$ cat src/rtl/uart_pkg.sv
// Shared UART link definitions (frame shape, FSM state codes, bit timing) for the host transmitter and command receiver.
// Constants and functions only: no latency, no flow control.
package uart_pkg;

  localparam int DATA_BITS = 8;
  localparam int STOP_BITS = 1;

  localparam logic [1:0] ST_IDLE  = 2'd0;
  localparam logic [1:0] ST_START = 2'd1;
  localparam logic [1:0] ST_DATA  = 2'd2;
  localparam logic [1:0] ST_STOP  = 2'd3;

  function automatic int clks_per_bit(input int clk_freq, input int baud);
    return clk_freq / baud;
  endfunction

endpackage

$ cat src/rtl/sync_fifo.sv
// Generic synchronous FIFO with occupancy count; pop_data shows the head combinationally, a push is poppable the next cycle.
// Backpressure: push is ignored when full and pop is ignored when empty; simultaneous push and pop keep count unchanged.
module sync_fifo #(
  parameter int WIDTH = 8,
  parameter int DEPTH = 16
) (
  input  logic                   clk,
  input  logic                   rst_n,
  input  logic                   push,
  input  logic [WIDTH-1:0]       push_data,
  input  logic                   pop,
  output logic [WIDTH-1:0]       pop_data,
  output logic [$clog2(DEPTH):0] count,
  output logic                   full,
  output logic                   empty
);
  localparam int AW = $clog2(DEPTH);
  localparam logic [AW:0] FULL_COUNT = DEPTH[AW:0];

  logic [WIDTH-1:0] mem [DEPTH];
  logic [AW-1:0]    wr_ptr;
  logic [AW-1:0]    rd_ptr;
  logic             do_push;
  logic             do_pop;

  assign full     = (count == FULL_COUNT);
  assign empty    = (count == '0);
  assign do_push  = push && !full;
  assign do_pop   = pop && !empty;
  assign pop_data = mem[rd_ptr];

  // Power-of-two depth lets the pointers wrap by plain overflow.
  always_ff @(posedge clk or negedge rst_n) begin
    if (!rst_n) begin
      wr_ptr <= '0;
      rd_ptr <= '0;
      count  <= '0;
    end else begin
      if (do_push) wr_ptr <= wr_ptr + 1'b1;
      if (do_pop)  rd_ptr <= rd_ptr + 1'b1;
      if (do_push && !do_pop)      count <= count + 1'b1;
      else if (!do_push && do_pop) count <= count - 1'b1;
    end
  end

  always_ff @(posedge clk) begin
    if (do_push) mem[wr_ptr] <= push_data;
  end

endmodule

$ cat src/rtl/uart_tx_stream.sv
// FIFO-buffered 8N1 UART transmitter, LSB first, registered uart_tx; a byte into an empty idle path starts its start bit one edge later.
// Backpressure: in_ready drops only while FIFO_DEPTH bytes are queued; queued frames follow each other with no idle gap.
module uart_tx_stream
  import uart_pkg::*;
#(
  parameter int CLK_FREQ   = 27000000,
  parameter int BAUD       = 115200,
  parameter int FIFO_DEPTH = 16
) (
  input  logic                        clk,
  input  logic                        rst_n,
  input  logic [7:0]                  in_data,
  input  logic                        in_valid,
  output logic                        in_ready,
  output logic                        uart_tx,
  output logic                        busy,
  output logic [$clog2(FIFO_DEPTH):0] fifo_count
);
  localparam int               CLKS_PER_BIT = clks_per_bit(CLK_FREQ, BAUD);
  localparam int               CNT_W        = $clog2(CLKS_PER_BIT);
  localparam logic [CNT_W-1:0] CNT_LAST     = CNT_W'(CLKS_PER_BIT - 1);
  localparam logic [2:0]       DATA_LAST    = 3'(DATA_BITS - 1);
  localparam logic [2:0]       STOP_LAST    = 3'(STOP_BITS - 1);

  logic [1:0]       state;
  logic [CNT_W-1:0] baud_cnt;
  logic [2:0]       bit_idx;
  logic [7:0]       shift_q;
  logic             tx_q;
  logic             bit_done;
  logic             fifo_pop;
  logic             fifo_full;
  logic             fifo_empty;
  logic [7:0]       fifo_dat;

  assign in_ready = !fifo_full;
  assign uart_tx  = tx_q;
  assign busy     = (state != ST_IDLE) || (fifo_count != '0);
  assign bit_done = (baud_cnt == CNT_LAST);
  assign fifo_pop = !fifo_empty &&
                    ((state == ST_IDLE) || (state == ST_STOP && bit_done && bit_idx == STOP_LAST));

  sync_fifo #(
    .WIDTH(8),
    .DEPTH(FIFO_DEPTH)
  ) u_fifo (
    .clk      (clk),
    .rst_n    (rst_n),
    .push     (in_valid && in_ready),
    .push_data(in_data),
    .pop      (fifo_pop),
    .pop_data (fifo_dat),
    .count    (fifo_count),
    .full     (fifo_full),
    .empty    (fifo_empty)
  );

  always_ff @(posedge clk or negedge rst_n) begin
    if (!rst_n) begin
      state    <= ST_IDLE;
      baud_cnt <= '0;
      bit_idx  <= '0;
      shift_q  <= '0;
      tx_q     <= 1'b1;
    end else if (fifo_pop) begin
      // Shared by the idle start and the zero-gap restart at the end of a stop bit.
      state    <= ST_START;
      baud_cnt <= '0;
      bit_idx  <= '0;
      shift_q  <= fifo_dat;
      tx_q     <= 1'b0;
    end else begin
      case (state)
        ST_IDLE: tx_q <= 1'b1;
        ST_START: begin
          if (bit_done) begin
            baud_cnt <= '0;
            bit_idx  <= '0;
            tx_q     <= shift_q[0];
            shift_q  <= shift_q >> 1;
            state    <= ST_DATA;
          end else begin
            baud_cnt <= baud_cnt + 1'b1;
          end
        end
        ST_DATA: begin
          if (bit_done) begin
            baud_cnt <= '0;
            if (bit_idx == DATA_LAST) begin
              bit_idx <= '0;
              tx_q    <= 1'b1;
              state   <= ST_STOP;
            end else begin
              bit_idx <= bit_idx + 1'b1;
              tx_q    <= shift_q[0];
              shift_q <= shift_q >> 1;
            end
          end else begin
            baud_cnt <= baud_cnt + 1'b1;
          end
        end
        ST_STOP: begin
          if (bit_done) begin
            baud_cnt <= '0;
            if (bit_idx == STOP_LAST) state <= ST_IDLE;
            else                      bit_idx <= bit_idx + 1'b1;
          end else begin
            baud_cnt <= baud_cnt + 1'b1;
          end
        end
        default: state <= ST_IDLE;
      endcase
    end
  end

endmodule

$ cat config.mk
export PLATFORM = sky130hd
export DESIGN_NAME = uart_tx_stream
export DESIGN_NICKNAME = d
export VERILOG_FILES = /design/src/rtl/uart_pkg.sv /design/src/rtl/sync_fifo.sv /design/src/rtl/uart_tx_stream.sv
export SDC_FILE = /design/constraint.sdc
export NUM_CORES = 1
export LEC_CHECK = 0
export BUFFER_PORTS_ARGS = -buffer_cell sky130_fd_sc_hd__buf_2
export CAP_MARGIN = 30
export CORE_ASPECT_RATIO = 1.75
export CORE_MARGIN = 2
export CORE_UTILIZATION = 42
export DETAILED_ROUTE_END_ITERATION = 8
export SYNTH_ARGS = -nofsm -noshare
export SYNTH_HDL_FRONTEND = slang
export SYNTH_SLANG_ARGS = --single-unit
$ cat constraint.sdc
create_clock -name clk -period 5.4 [get_ports clk]
set_input_delay 0.27 -clock clk [delete_from_list [all_inputs] [get_ports clk]]
set_output_delay 0.27 -clock clk [all_outputs]
set_load 0.02 [all_outputs]
==> results by group <==
Outcome
  • Status: finished, final reports clean

Yosys
  • Post-synth top area cell: edfxtp_1
  • Post-synthesis cell type count: 51
  • Syn avg cell area: 16.8 um2
  • Post-synthesis sequential area ratio: 67.4%
  • Seq cells post-synth: 163
  • Post-Syn Nets: 443
  • Cells taking the most area after synthesis: edfxtp_1 55%, dfrtp_1 12%, mux4_2 8.4%, ha_1 2.9%, mux4_1 2.6%
  • Mapped Cells: 416
  • Post-synth top area share: 54.9%
  • Synthesized area: 7010 um2
  • Syn. warnings: 0

Drt
  • Routed vias: 3,659
  • Routed met1 length: 5080 um
  • Top Metal Used: met4
  • Via-to-Cell Ratio: 5.44
  • 1st-iter DRT viols: 142
  • Post-route DRC: 0
  • DR WL met3: 294 um
  • Routed WL: 13,500 um
  • Met2 wire len: 7920 um
  • DRT Pass-1 Iters: 4
  • WL/cell: 20.1 um
  • Post-route ant nets: 0

Timing
  • Clk_skew: 25.1 ps
  • Unrepaired setup endpoints after global routing: false
  • Setup tns final: 0 ps
  • Tmin final: 2790 ps
  • Slew margin rel.: 43.6%
  • Final Hold Fails: 0
  • Max Freq: 359 MHz
  • Period utilisation layout: 51.6%
  • Slew Limit Fails: 0
  • Final Setup Violations: 0
  • Slew @ Worst Pin: 846 ps

Worst setup path
  • CP endpoint kind: register
  • CP max stage delay: 410 ps
  • Critical Path RT: 5710 ps
  • Most numerous cell on the critical path: ha_1
  • Worst path slowest cell: dfrtp_1
  • Critical path arrival: 3100 ps
  • Critical path class: reg2reg
  • Startpoint types: register
  • Worst path cell trace: ha_1 -> and3b_1 -> a31oi_1 -> nor2_2 -> inv_2 -> ha_1 -> a221oi_1 -> mux2i_1 -> xnor2_1
  • Worst-path maximum fanout: 16

Pwr
  • Max VDD drop: 0.000200 V
  • PwrDens: 531 nW/um2
  • Overall Power: 4170 uW
  • Pleak: 0.00276 uW

Floorplanning
  • Die area: 17,800 um2
  • Initial core utilization: 42.8%
  • Die Ht: 175 um
  • Core box area: 16,400 um2
  • Die X-Extent: 102 um
  • Boundary Pins: 19
  • Site row count: 62

CTS
  • Clock sinks: 163
  • H-tree depth: 4
  • Skew-Pair Late Insertion Delay: 420 ps
  • CTS Buffer Depth: 2
  • CTS tree: yes
  • Clock root cell: clkbuf_16
  • Clock transition at path regs: 70 ps
  • Num CTS Buffers: 17
  • Post_cts resized: 0

Global route
  • Vias in the first global route: 3,965
  • Largest net degree at the start of global routing: 36
  • First-pass GRT wire length: 21,600 um
  • GRT Util Overall: 16.4%
  • GRT overflow: 0
  • Initial antenna violation count: 0

Placed design
  • DP HPWL: 9160 um
  • Placer congestion estimate: 0.754
  • # port buffers: 18

Hold path
  • Min-Delay Path Class: in2reg

Layout
  • Diodes inserted: 0
  • Fillers: 1,370
  • Area delta synth->final: 12.1%
  • Fin nets: 464
  • Share of layout cells above drive strength 1: 18.3%

Job
  • Maxcap violations: 0
-- flip-flops by register name, summed over array words and instances, names as in the netlist --
signal,count
state,2
uart_tx,1
u_fifo.count,5
baud_cnt,8
bit_idx,3
u_fifo.mem,128
u_fifo.rd_ptr,4
u_fifo.wr_ptr,4
shift_q,8
-- cell usage in the layout (no fill, tap or decap), types with 4 or more instances in the layout --
cell       count
edfxtp_1     128
dfrtp_1       33
mux4_2        26
buf_2         18
clkbuf_16     17
nand2_1       16
nor2_1        16
ha_1          16
o21ai_0       15
a211oi_1      15
and2_1        14
inv_1         13
nor2b_1       11
mux2i_1       11
xnor2_1        9
nand3_1        8
a221o_1        8
mux4_1         7
o31ai_1        5
and4_1         4
a21oi_1        4
inv_6          4
buf_4          4
-- report_power, final --
| part | total, uW | leakage [uW] | internal [uW] | switching (uW) |
|---|---|---|---|---|
| Combinational | 1240 | 0.000910 | 591 | 651 |
| Sequential | 1770 | 0.00158 | 1570 | 199 |
| Clock | 1160 | 0.000267 | 680 | 480 |
| Total | 4170 | 0.00276 | 2840 | 1330 |
-- routing by layer --
layer,track usage (%),vias to the layer above
met5,0,-
met4,6.48,0
met3,3.08,15
met2,30.6,50
met1,17.7,1913
li1,-,1681
-- critical path, delay by kind of cell (launching register included) --
family	cells	cell delay, ps
simple gates	2	390
xor+xnor	1	140
fa+ha+maj	2	700
compound gates	2	620
mux	1	140
flops	1	410
buf+inv	1	280
-- cells by family (layout without fill, tap and decap cells) --
logic type,Yosys count,after routing,share of synthesized area [%]
buffers and inverters,35,68,2.61
XOR/XNOR,11,11,1.38
adder cells (fa/ha/maj),16,16,2.86
multiplexers,47,47,13.0
AO/OA/AOI/OAI,62,62,6.29
AND/OR/NAND/NOR,82,82,6.46
flip-flops,163,163,67.4
-- worst paths after layout --
path                                     to   startpoint  slack [ps]  cells past startpoint
setup / recovery            u_fifo.count[4]     state[0]        2610                      9
hold / removal             u_fifo.mem[5][7]   in_data[7]         230                      1
setup reg to reg            u_fifo.count[4]     state[0]        2610                      9
hold reg to reg                 baud_cnt[7]  baud_cnt[7]         490                      1
max in group asynchronous  u_fifo.rd_ptr[0]        rst_n        4330                      2
min in group asynchronous   u_fifo.count[2]        rst_n         490                      2
-- synth_stat cells, drive strengths merged --
master	n
a2111o	1
a211oi	15
a21boi	1
a21o	1
a21oi	4
a221o	8
a221oi	1
a22o	2
a31oi	3
and2	14
and2b	1
and3	1
and3b	3
and4	4
and4b	1
buf	14
clkbuf	7
dfrtp	34
dfstp	1
edfxtp	128
ha	16
inv	14
mux2	3
mux2i	11
mux4	33
nand2	16
nand2b	1
nand3	8
nand4	2
nor2	17
nor2b	11
nor3b	1
nor4	1
o211ai	1
o21a	1
o21ai	16
o22a	1
o22ai	1
o31ai	5
o32ai	1
or3	1
xnor2	9
xor2	2
-- layout make-up --
class | instances | area, um2 | share of cell area (%)
Clock buffer | 19 | 433 | 5.51
Clock inverter | 12 | 130 | 1.66
Inverter | 14 | 52.6 | 0.669
Multi-Input combinational cell | 218 | 2100 | 26.8
Sequential cell | 163 | 4720 | 60.1
Tap cell | 224 | 280 | 3.57
Timing Repair Buffer | 23 | 130 | 1.66
-- through the flow --
| step | setup slack, ps | hold slack (ps) | util, % | cell area (um2) | std cells |
|---|---|---|---|---|---|
| 2_1_floorplan | 2900 | -25.6 | - | 7010 | 416 |
| 3_3_place_gp | 2650 | 398 | 44.5 | 7280 | 641 |
| 3_5_place_dp | 2600 | 424 | 44.5 | 7280 | 641 |
| 4_1_cts | 2590 | 223 | 48.0 | 7850 | 673 |
| 5_1_grt | 2340 | 230 | 48.0 | 7850 | 673 |
| 6_report | 2610 | 225 | 48.0 | 7850 | 673 |
-- timing repair --
| action | CTS | global route |
|---|---|---|
| setup buffers | 0 | 0 |
| endpoints found under the hold margin | 25 | 0 |
| hold buffers | 1 | 0 |
No activity file was read; power rests on OpenSTA's default activity.
